**src/rtl/bcd_adder_seq.sv**
```systemverilog
// bcd_adder_seq
// Multi-digit BCD adder/subtractor that processes one decimal digit per clock,
// least significant digit first. Operands arrive through a valid/ready request
// handshake; the packed BCD result, carry/borrow and an input-error flag are
// returned through a valid/ready result handshake.
//
// Ports:
//   clk        rising-edge clock
//   rst_n      asynchronous active-low reset
//   in_valid   operand request
//   in_ready   block idle, request will be accepted
//   a, b       packed BCD operands, digit 0 in bits [3:0]
//   sub        0: a + b + cin, 1: a - b - cin
//   cin        carry-in (add) / borrow-in (subtract)
//   out_valid  result available
//   out_ready  consumer takes the result
//   sum        packed BCD result (ten's complement when a borrow occurred)
//   cout       carry-out (add) / borrow-out (subtract)
//   err        some operand digit was greater than 9; sum and cout read 0
module bcd_adder_seq #(
    parameter int DIGITS = 4
) (
    input  logic                clk,
    input  logic                rst_n,
    input  logic                in_valid,
    output logic                in_ready,
    input  logic [4*DIGITS-1:0] a,
    input  logic [4*DIGITS-1:0] b,
    input  logic                sub,
    input  logic                cin,
    output logic                out_valid,
    input  logic                out_ready,
    output logic [4*DIGITS-1:0] sum,
    output logic                cout,
    output logic                err
);

    localparam int CW    = (DIGITS > 1) ? $clog2(DIGITS) : 1;
    // Digit lookup tables are padded to a power of two so the counter can
    // index them at full width without an out-of-range slot.
    localparam int SLOTS = 1 << CW;

    typedef enum logic [1:0] {IDLE, RUN, DONE} state_t;

    state_t              state_reg, state_next;
    logic [4*DIGITS-1:0] a_reg, b_reg, res_reg;
    logic                sub_reg, c_reg, cout_reg, err_reg;
    logic [CW-1:0]       cnt_reg;

    logic [3:0]          a_dig [SLOTS];
    logic [3:0]          b_dig [SLOTS];
    logic [DIGITS-1:0]   bad_dig;

    logic [3:0]          a_i, b_i, bb, s_i;
    logic [4:0]          t;
    logic                carry, last_digit, accept;

    genvar gi;
    generate
        for (gi = 0; gi < SLOTS; gi++) begin : g_slot
            if (gi < DIGITS) begin : g_real
                assign a_dig[gi] = a_reg[4*gi +: 4];
                assign b_dig[gi] = b_reg[4*gi +: 4];
            end else begin : g_pad
                assign a_dig[gi] = 4'd0;
                assign b_dig[gi] = 4'd0;
            end
        end
        // Operand validity is judged on the live inputs at accept time.
        for (gi = 0; gi < DIGITS; gi++) begin : g_chk
            assign bad_dig[gi] = (a[4*gi +: 4] > 4'd9) || (b[4*gi +: 4] > 4'd9);
        end
    endgenerate

    // One decimal digit step. Subtraction uses the nine's complement of b with
    // the carry preloaded to ~cin, giving a - b - cin as a ten's complement sum.
    always_comb begin
        a_i   = a_dig[cnt_reg];
        b_i   = b_dig[cnt_reg];
        bb    = sub_reg ? (4'd9 - b_i) : b_i;
        t     = {1'b0, a_i} + {1'b0, bb} + {4'b0000, c_reg};
        carry = (t > 5'd9);
        s_i   = carry ? 4'(t - 5'd10) : t[3:0];
    end

    assign last_digit = (cnt_reg == CW'(DIGITS - 1));
    assign accept     = (state_reg == IDLE) && in_valid;

    always_ff @(posedge clk or negedge rst_n) begin
        if (!rst_n) begin
            state_reg <= IDLE;
        end else begin
            state_reg <= state_next;
        end
    end

    always_comb begin
        state_next = state_reg;
        in_ready   = 1'b0;
        out_valid  = 1'b0;
        case (state_reg)
            IDLE: begin
                in_ready = 1'b1;
                if (in_valid) state_next = RUN;
            end
            RUN: begin
                if (last_digit) state_next = DONE;
            end
            DONE: begin
                out_valid = 1'b1;
                if (out_ready) state_next = IDLE;
            end
            default: state_next = IDLE;
        endcase
    end

    always_ff @(posedge clk or negedge rst_n) begin
        if (!rst_n) begin
            a_reg    <= '0;
            b_reg    <= '0;
            res_reg  <= '0;
            sub_reg  <= 1'b0;
            c_reg    <= 1'b0;
            cout_reg <= 1'b0;
            err_reg  <= 1'b0;
            cnt_reg  <= '0;
        end else if (accept) begin
            a_reg    <= a;
            b_reg    <= b;
            sub_reg  <= sub;
            c_reg    <= sub ? ~cin : cin;
            cnt_reg  <= '0;
            res_reg  <= '0;
            cout_reg <= 1'b0;
            err_reg  <= |bad_dig;
        end else if (state_reg == RUN) begin
            res_reg[4*cnt_reg +: 4] <= s_i;
            c_reg                   <= carry;
            if (last_digit) begin
                // A missing final carry in subtract mode means a borrow.
                cout_reg <= sub_reg ? ~carry : carry;
            end else begin
                cnt_reg <= cnt_reg + 1'b1;
            end
        end
    end

    // Bad operands report a zero result while keeping the normal latency.
    assign sum  = err_reg ? '0 : res_reg;
    assign cout = cout_reg & ~err_reg;
    assign err  = err_reg;

endmodule

```
**config.mk**
```make
export PLATFORM = sky130hd
export DESIGN_NAME = bcd_adder_seq
export DESIGN_NICKNAME = d
export VERILOG_FILES = /design/src/rtl/bcd_adder_seq.sv
export SDC_FILE = /design/constraint.sdc
export NUM_CORES = 1
export LEC_CHECK = 0
export CAP_MARGIN = 0
export CORE_MARGIN = 8
export CORE_UTILIZATION = 40
export CTS_CLUSTER_SIZE = 8
export DETAILED_ROUTE_END_ITERATION = 10
export GPL_TIMING_DRIVEN = 0
export PLACE_DENSITY = 0.67
export SYNTH_ARGS = -nofsm -noshare
export SYNTH_HDL_FRONTEND = slang
export SYNTH_SLANG_ARGS = --single-unit
```
**constraint.sdc**
```tcl
create_clock -name clk -period 3.95 [get_ports clk]
set_clock_uncertainty 0.15 [all_clocks]
set_input_delay 1.185 -clock clk [delete_from_list [all_inputs] [get_ports clk]]
set_output_delay 1.185 -clock clk [all_outputs]
set_load 0.005 [all_outputs]
```
==> results of run 1 <==
[metrics by stage]
stage	hold WS [ps]	util
floorplan	292	-
global placement	313	0.507
detailed placement	320	0.509
CTS	345	0.527
global route	385	0.530
finish	343	0.530
[metal layers]
layer	wire, um	global-route usage	share of wire	vias up
li1	-	-	-	1036
met2	3330	0.237	0.49	56
met1	3080	0.177	0.45	1064
met5	0	0	0	-
met4	82	0.0463	0.012	0
met3	348	0.0334	0.051	8
[worst max-delay path, stage by stage (launching register included)]
cell,delay [ps]
dfrtp_2,410
buf_12,150
mux4_2,520
xor2_1,170
fa_2,370
fa_2,600
inv_1,90
ha_1,220
or3_1,380
a211o_1,260
o211ai_1,230
a22o_1,200
[cell type report]
class / instances / area share
multi-input combinational: 172 / 0.394
sequential: 56 / 0.365
timing repair buffer: 60 / 0.156
tap: 99 / 0.0322
clock buffer: 6 / 0.0215
buffer: 10 / 0.0156
inverter: 12 / 0.0117
clock inverter: 2 / 0.00358
[final timing paths]
check	end	cells after the start	startpoint	slack, ps
max	res_reg[1]$_DFFE_PN0P_	11	cnt_reg[0]$_DFFE_PN0P_	140
min	res_reg[2]$_DFFE_PN0P_	2	res_reg[2]$_DFFE_PN0P_	340
max reg2reg	res_reg[1]$_DFFE_PN0P_	11	cnt_reg[0]$_DFFE_PN0P_	140
min reg2reg	res_reg[2]$_DFFE_PN0P_	2	res_reg[2]$_DFFE_PN0P_	340
max in group asynchronous	a_reg[7]$_DFFE_PN0P_	2	rst_n	2370
min in group asynchronous	res_reg[11]$_DFFE_PN0P_	1	rst_n	700
[placed cells by master (no fill, tap or decap), types with 3 or more instances in the layout]
master and instances:
a21o_1 3, a21oi_1 6, a22o_1 15, buf_2 3, clkbuf_1 5, clkbuf_8 6, clkdlybuf4s50_1 56, dfrtp_1 55
ha_1 9, inv_1 11, mux2_2 35, mux4_2 8, nand2_1 14, nand2b_1 5, nand3_1 3, nor2_1 8
nor2b_1 17, o21ai_0 14
[synth_stat cells (5+ instances only)]
library cell	number	area, sq um
a21oi_1	6	30.0
a22o_1	15	131
clkbuf_1	6	22.5
dfrtp_1	56	1400
ha_1	9	113
inv_1	11	41.3
mux2_2	35	394
mux4_2	8	180
nand2_1	14	52.6
nand2b_1	5	31.3
nor2_1	8	30.0
nor2b_1	17	106
o21ai_0	14	70.1
[cells by family after synthesis]
logic type	count (synthesis)	share of synthesized area
DFF	56	0.470
xor gates and xnor gates	4	0.0143
adders and majority gates	11	0.0512
AOI/OAI and AO/OA	48	0.115
buffers and inverters	22	0.0289
muxes	45	0.199
and+or+nand+nor	64	0.122
[what timing repair did]
| action | in CTS | in global routing |
|---|---|---|
| pin swaps | 0 | 4 |
| setup endpoints to repair | 10 | 9 |
| gates resized for setup | 7 | 4 |
| hold buffers | 0 | 0 |
| setup buffers | 1 | 1 |
==> results.yml, run 1 <==
hold_path:
  min_path_type: "flop to flop"
final_layout:
  seqCellArea_sq_um: 1400
  nNetsFinal: 366
  syn2layout_area_growth_pct: 28.8
  multi_input_area_sq_um: 1510
  drive_gt1_frac: 0.230
  fillers: 659
  layoutNonFillerInstCount: 417
  n_antenna_cell: 0
  final_area_sq_um: 3840
floorplan:
  io_pins: 58
  core_region_area_sq_um: 7250
  rows: 31
  dieArea_sq_um: 10500
  start_util: 0.411
  die-width_um: 102
  die_h_um: 102
place:
  gp_congestion: 0.759
  hpwl_mm: 5.33
  dpl_worst_slack_ps: -558
  portBuffers: 57
  place_area_sq_um: 3690
  dp.cells: 407
clocking:
  numCtsBuffers: 5
  cts_tree: "built"
  cts.sinks: 56
  htreeDepth: 2
  clkLatencyLatePin_ps: 320
  clk_pin_slew_ps: 110
  root_buffer: "clkbuf_8"
  clock_path_buffers: 2
sta:
  relSlewSlack: 0.420
  fmax_mhz: 263
  finalMaxSlewViolations: 0
  finalSetupTns_ps: 0
  fin_crit_ps: 3810
  setup-violations-final: 0
  fin_ws_ps: 141
  hold_violations: 0
  period_share: 0.964
  max_slew.worst_pin.slew_ps: 857
detailed_routing:
  ant_nets: 0
  drt_iter0_markers: 57
  via_count: 2164
  drcViolationCount: 0
  routedWlPerCell_um: 16.4
  wirelength_mm: 6.84
  first_pass_iters: 4
  via_per_inst: 5.19
critical_path:
  endpoint_kind: "flop"
  critPathMaxFanout: 10
  cp.arrival_ps: 3910
  worstPathRequired_ps: 4050
  critPathKind: "flop to flop"
  worstSetupStartpointType: "flop"
synth:
  synth.distinct_cells: 44
  ys_seq_area_frac: 0.470
  ys_seq_elements: 56
  synthFlopType: "dfrtp_1"
  synth_edf_count: 0
  synth_warnings: 0
  avgSynthCellArea_sq_um: 11.9
  synth_area_sq_um: 2980
  syn-num-nets: 299
  async_reset_ff_frac: 1.00
  syn_inst: 250
grt:
  grt_pass1_vias: 2359
  grt_max_degree: 34
  antenna_found_initial: 0
  grt-ovfl-total: 0
  grt_usage: 0.142
  grt_pass1_wl_mm: 11.6
job:
  drv_cap: 0
status:
  outcome: "complete, no violations"
Power of run 1 is left out: the tool's default activity adds up to more than one toggle a clock period on the data nets, which glitch-free logic cannot reach.
==> run 2: changes to the inputs <==
Settings changed: CORE_UTILIZATION 40 to 30, PLACE_DENSITY 0.67 to unset.
==> results.yml, run 2 (synthesis results as in run 1) <==
status:
  outcome: "complete, no violations"
detailed_routing:
  ant_nets: 0
  drt_iter0_markers: 58
  wirelength_mm: 6.95
  via_per_inst: 4.72
  drcViolationCount: 0
  via_count: 2125
  first_pass_iters: 4
  routedWlPerCell_um: 15.4
critical_path:
  worstPathRequired_ps: 4030
  r2r_slack_ps: 190
  path_buf_inv: 2
  critPathMaxFanout: 10
  timing.rr.start: "cnt_reg[0]$_DFFE_PN0P_"
  worstSetupStartpointType: "flop"
  critPathKind: "flop to flop"
  crit_top_cell: "fa_2"
  cp.arrival_ps: 3840
  critPathSlowestCell: "fa_2"
  cpPeakStageDelay_ps: 570
  endpoint_kind: "flop"
  cp_cell_sequence: "buf_6 > mux4_2 > xor2_1 > fa_2 > fa_2 > inv_1 > ha_1 > and2b_2 > or4_4 > nor3b_1 > o31ai_2"
  crit_family: "adder cells"
  rr_endpoint: "cout_reg$_DFFE_PN0P_"
  reg2reg_depth: 11
final_layout:
  nNetsFinal: 366
  syn2layout_area_growth_pct: 29.2
  layoutNonFillerInstCount: 450
  final_common_cell: "clkdlybuf4s50_1"
  drive_gt1_frac: 0.224
  n_antenna_cell: 0
  fillers: 963
  mostFrequentLayoutCells: "clkdlybuf4s50_1 (56), dfrtp_1 (55), mux2_2 (35)"
floorplan:
  core_region_area_sq_um: 9730
  die_h_um: 116
  start_util: 0.307
  io_pins: 58
  die-width_um: 116
  dieArea_sq_um: 13400
  rows: 36
clocking:
  clkLatencyLatePin_ps: 310
  clk_pin_slew_ps: 100
  clock_path_buffers: 2
  cts.sinks: 56
  cts_tree: "built"
  htreeDepth: 2
  numCtsBuffers: 5
  root_buffer: "clkbuf_8"
grt:
  antenna_found_initial: 0
  grt_usage: 0.107
  grt_pass1_vias: 2189
  grt-ovfl-total: 0
  grt_max_degree: 30
  grt_pass1_wl_mm: 11.3
place:
  portBuffers: 57
  hpwl_mm: 5.53
  gp_congestion: 0.821
  dpl_worst_slack_ps: -494
  dp.cells: 441
hold_path:
  min_path_type: "flop to flop"
  holdPathEnd: "res_reg[6]$_DFFE_PN0P_"
  hold_depth: 2
  min-delay-start: "res_reg[6]$_DFFE_PN0P_"
sta:
  finalMaxSlewViolations: 0
  period_share: 0.952
  relSlewSlack: 0.413
  fmax_mhz: 266
  fin_crit_ps: 3760
  max_slew.worst_pin.slew_ps: 868
  grt_setup_unrepaired: "false"
  fin_ws_ps: 189
  setup-violations-final: 0
  hold_violations: 0
job:
  drv_cap: 0
-- run 2: cell types whose count changed in the layout (fill, tap and decap cells not counted), sizes merged --
cell and delta:
buf +1, clkbuf -1, inv -1
-- run 2: worst reg2reg max path, delay by kind of cell (launching register included) --
kind,cells,cell delay (ps)
muxes,1,530
AOI/OAI and AO/OA,1,210
and+or+nand+nor,3,830
xor gates and xnor gates,1,170
adders and majority gates,3,1160
buffers and inverters,2,250
DFF,1,390
-- run 2: per-layer routing --
metal / routed length [um] / global-route usage
met5: 0 / 0
met4: 55 / 0.0259
met3: 388 / 0.0250
met2: 3040 / 0.165
met1: 3460 / 0.149
-- run 2: per-stage QoR --
| step | instance area [sq um] | utilization | TNS (ps) | hold slack [ps] |
|---|---|---|---|---|
| 3_3_place_gp | 3720 | 0.382 | -11560 | 319 |
| 6_report | 3850 | 0.396 | 0 | 333 |
| 3_5_place_dp | 3740 | 0.384 | -3370 | 318 |
| 4_1_cts | 3840 | 0.395 | 0 | 341 |
| 5_1_grt | 3850 | 0.396 | 0 | 366 |
| 2_1_floorplan | 2980 | - | 0 | 292 |
-- run 2: worst max-delay path by stage --
stage,from,end,depth (start not counted)
2_1_floorplan,cnt_reg[0]$_DFFE_PN0P_,cout_reg$_DFFE_PN0P_,12
3_3_place_gp,cnt_reg[0]$_DFFE_PN0P_,res_reg[10]$_DFFE_PN0P_,12
3_5_place_dp,cnt_reg[0]$_DFFE_PN0P_,res_reg[10]$_DFFE_PN0P_,12
4_1_cts,cnt_reg[1]$_DFFE_PN0P_,cout_reg$_DFFE_PN0P_,12
5_1_grt,cnt_reg[0]$_DFFE_PN0P_,cout_reg$_DFFE_PN0P_,14
6_report,cnt_reg[0]$_DFFE_PN0P_,cout_reg$_DFFE_PN0P_,11
-- run 2: area by class of cell --
| cell class | instances | area [sq um] | share of cell area |
|---|---|---|---|
| plain buffers | 10 | 48.8 | 0.0127 |
| clock buffers | 6 | 72.6 | 0.0188 |
| clock inverters | 1 | 5.00 | 0.00130 |
| inverters | 12 | 45.0 | 0.0117 |
| multi-input cells | 172 | 1510 | 0.393 |
| flip-flops and latches | 56 | 1400 | 0.364 |
| well taps | 133 | 166 | 0.0432 |
| repair buffers | 60 | 601 | 0.156 |
-- run 2: repair_timing --
item / CTS / global route
cloned: 0 / 0
pin swaps: 0 / 1
setup endpoints to repair: 10 / 10
gates resized for setup: 6 / 3
hold buffers: 0 / 0
buffers inserted: 1 / 1
Power of run 2 is left out for the same reason.
==> run 3: changes to the inputs <==
Settings changed: SETUP_SLACK_MARGIN set to 0.05.
==> results.yml, run 3 (synthesis results as in run 1) <==
clocking:
  htreeDepth: 2
  cts_tree: "built"
  clkLatencyLatePin_ps: 310
  root_buffer: "clkbuf_8"
  cts.sinks: 56
  numCtsBuffers: 5
  clock_path_buffers: 2
  clk_pin_slew_ps: 100
status:
  outcome: "complete, no violations"
hold_path:
  hold_depth: 2
  min_path_type: "flop to flop"
  min-delay-start: "res_reg[6]$_DFFE_PN0P_"
  holdPathEnd: "res_reg[6]$_DFFE_PN0P_"
sta:
  fmax_mhz: 266
  max_slew.worst_pin.slew_ps: 830
  setup-violations-final: 0
  finalMaxSlewViolations: 0
  hold_violations: 0
  fin_crit_ps: 3760
  whs_ps: 334
  grt_setup_unrepaired: "false"
  fin_ws_ps: 186
  period_share: 0.953
  relSlewSlack: 0.439
  finalSetupTns_ps: 0
place:
  hpwl_mm: 5.53
  gp_congestion: 0.821
  dpl_worst_slack_ps: -494
  dp.cells: 441
  portBuffers: 57
floorplan:
  core_region_area_sq_um: 9730
  rows: 36
  io_pins: 58
  die-width_um: 116
  start_util: 0.307
  dieArea_sq_um: 13400
  die_h_um: 116
critical_path:
  cp.arrival_ps: 3840
  critPathKind: "flop to flop"
  r2r_slack_ps: 190
  worstSetupStartpointType: "flop"
  timing.rr.start: "cnt_reg[0]$_DFFE_PN0P_"
  endpoint_kind: "flop"
  critPathMaxFanout: 10
  worstPathRequired_ps: 4020
  rr_endpoint: "cout_reg$_DFFE_PN0P_"
  reg2reg_depth: 12
final_layout:
  syn2layout_area_growth_pct: 29.9
  fillers: 960
  multi_input_area_sq_um: 1520
  seqCellArea_sq_um: 1400
  mostFrequentLayoutCells: "clkdlybuf4s50_1 (56), dfrtp_1 (55), mux2_2 (35)"
  final_common_cell: "clkdlybuf4s50_1"
  n_antenna_cell: 0
  drive_gt1_frac: 0.230
  nNetsFinal: 367
  layoutNonFillerInstCount: 451
detailed_routing:
  drcViolationCount: 0
  first_pass_iters: 4
  via_per_inst: 4.71
  drt_iter0_markers: 71
  ant_nets: 0
  routedWlPerCell_um: 15.4
  wirelength_mm: 6.96
  via_count: 2124
grt:
  antenna_found_initial: 0
  grt_pass1_vias: 2189
  grt_pass1_wl_mm: 11.3
  grt_usage: 0.107
  grt_max_degree: 30
  grt-ovfl-total: 0
job:
  drv_cap: 0
==> run 3: changes by cell type in the layout (fill, tap and decap cells not counted), sizes merged <==
cell / previous run / this run
clkbuf: 11 / 12
==> run 3: routing by layer <==
metal / routed length, um / GRT usage
met1: 3430 / 0.149
met2: 3080 / 0.165
met3: 417 / 0.0250
met4: 37 / 0.0259
met5: 0 / 0
==> run 3: layout make-up <==
type                       count  share of cell area
multi-input combinational    172               0.391
sequential                    56               0.362
timing repair buffer          61               0.157
tap                          133              0.0429
clock buffer                   6              0.0187
buffer                        10              0.0155
inverter                      12              0.0116
clock inverter                 1             0.00129
==> run 3: critical path, stage by stage, from the launching register on <==
cell     delay [ps]
dfrtp_2         400
buf_12          150
mux4_2          510
xor2_1          170
fa_2            390
fa_2            380
xor2_2          240
inv_2            60
ha_2            200
and2b_2         220
or4_4           430
nor3b_1         170
o31ai_2         210
==> run 3: worst max path at each step <==
stage	cells after the start	slack (ps)	endpoint	start
floorplan	12	60	cout_reg$_DFFE_PN0P_	cnt_reg[0]$_DFFE_PN0P_
global placement	12	-500	res_reg[10]$_DFFE_PN0P_	cnt_reg[0]$_DFFE_PN0P_
detailed placement	12	-490	res_reg[10]$_DFFE_PN0P_	cnt_reg[0]$_DFFE_PN0P_
CTS	12	60	cout_reg$_DFFE_PN0P_	cnt_reg[0]$_DFFE_PN0P_
global route	12	50	cout_reg$_DFFE_PN0P_	cnt_reg[0]$_DFFE_PN0P_
finish	12	190	cout_reg$_DFFE_PN0P_	cnt_reg[0]$_DFFE_PN0P_
==> run 3: repair_timing <==
item | in CTS | in global routing
setup endpoints to repair | 10 | 10
setup buffers | 1 | 2
pin swaps | 1 | 2
gates resized for setup | 7 | 5
hold buffers | 0 | 0
==> run 3: stage by stage <==
| stage | area (sq um) | util |
|---|---|---|
| 2_1_floorplan | 2980 | - |
| 3_3_place_gp | 3720 | 0.382 |
| 3_5_place_dp | 3740 | 0.384 |
| 4_1_cts | 3840 | 0.395 |
| 5_1_grt | 3880 | 0.398 |
| 6_report | 3880 | 0.398 |
Power of run 3 is left out for the same reason.
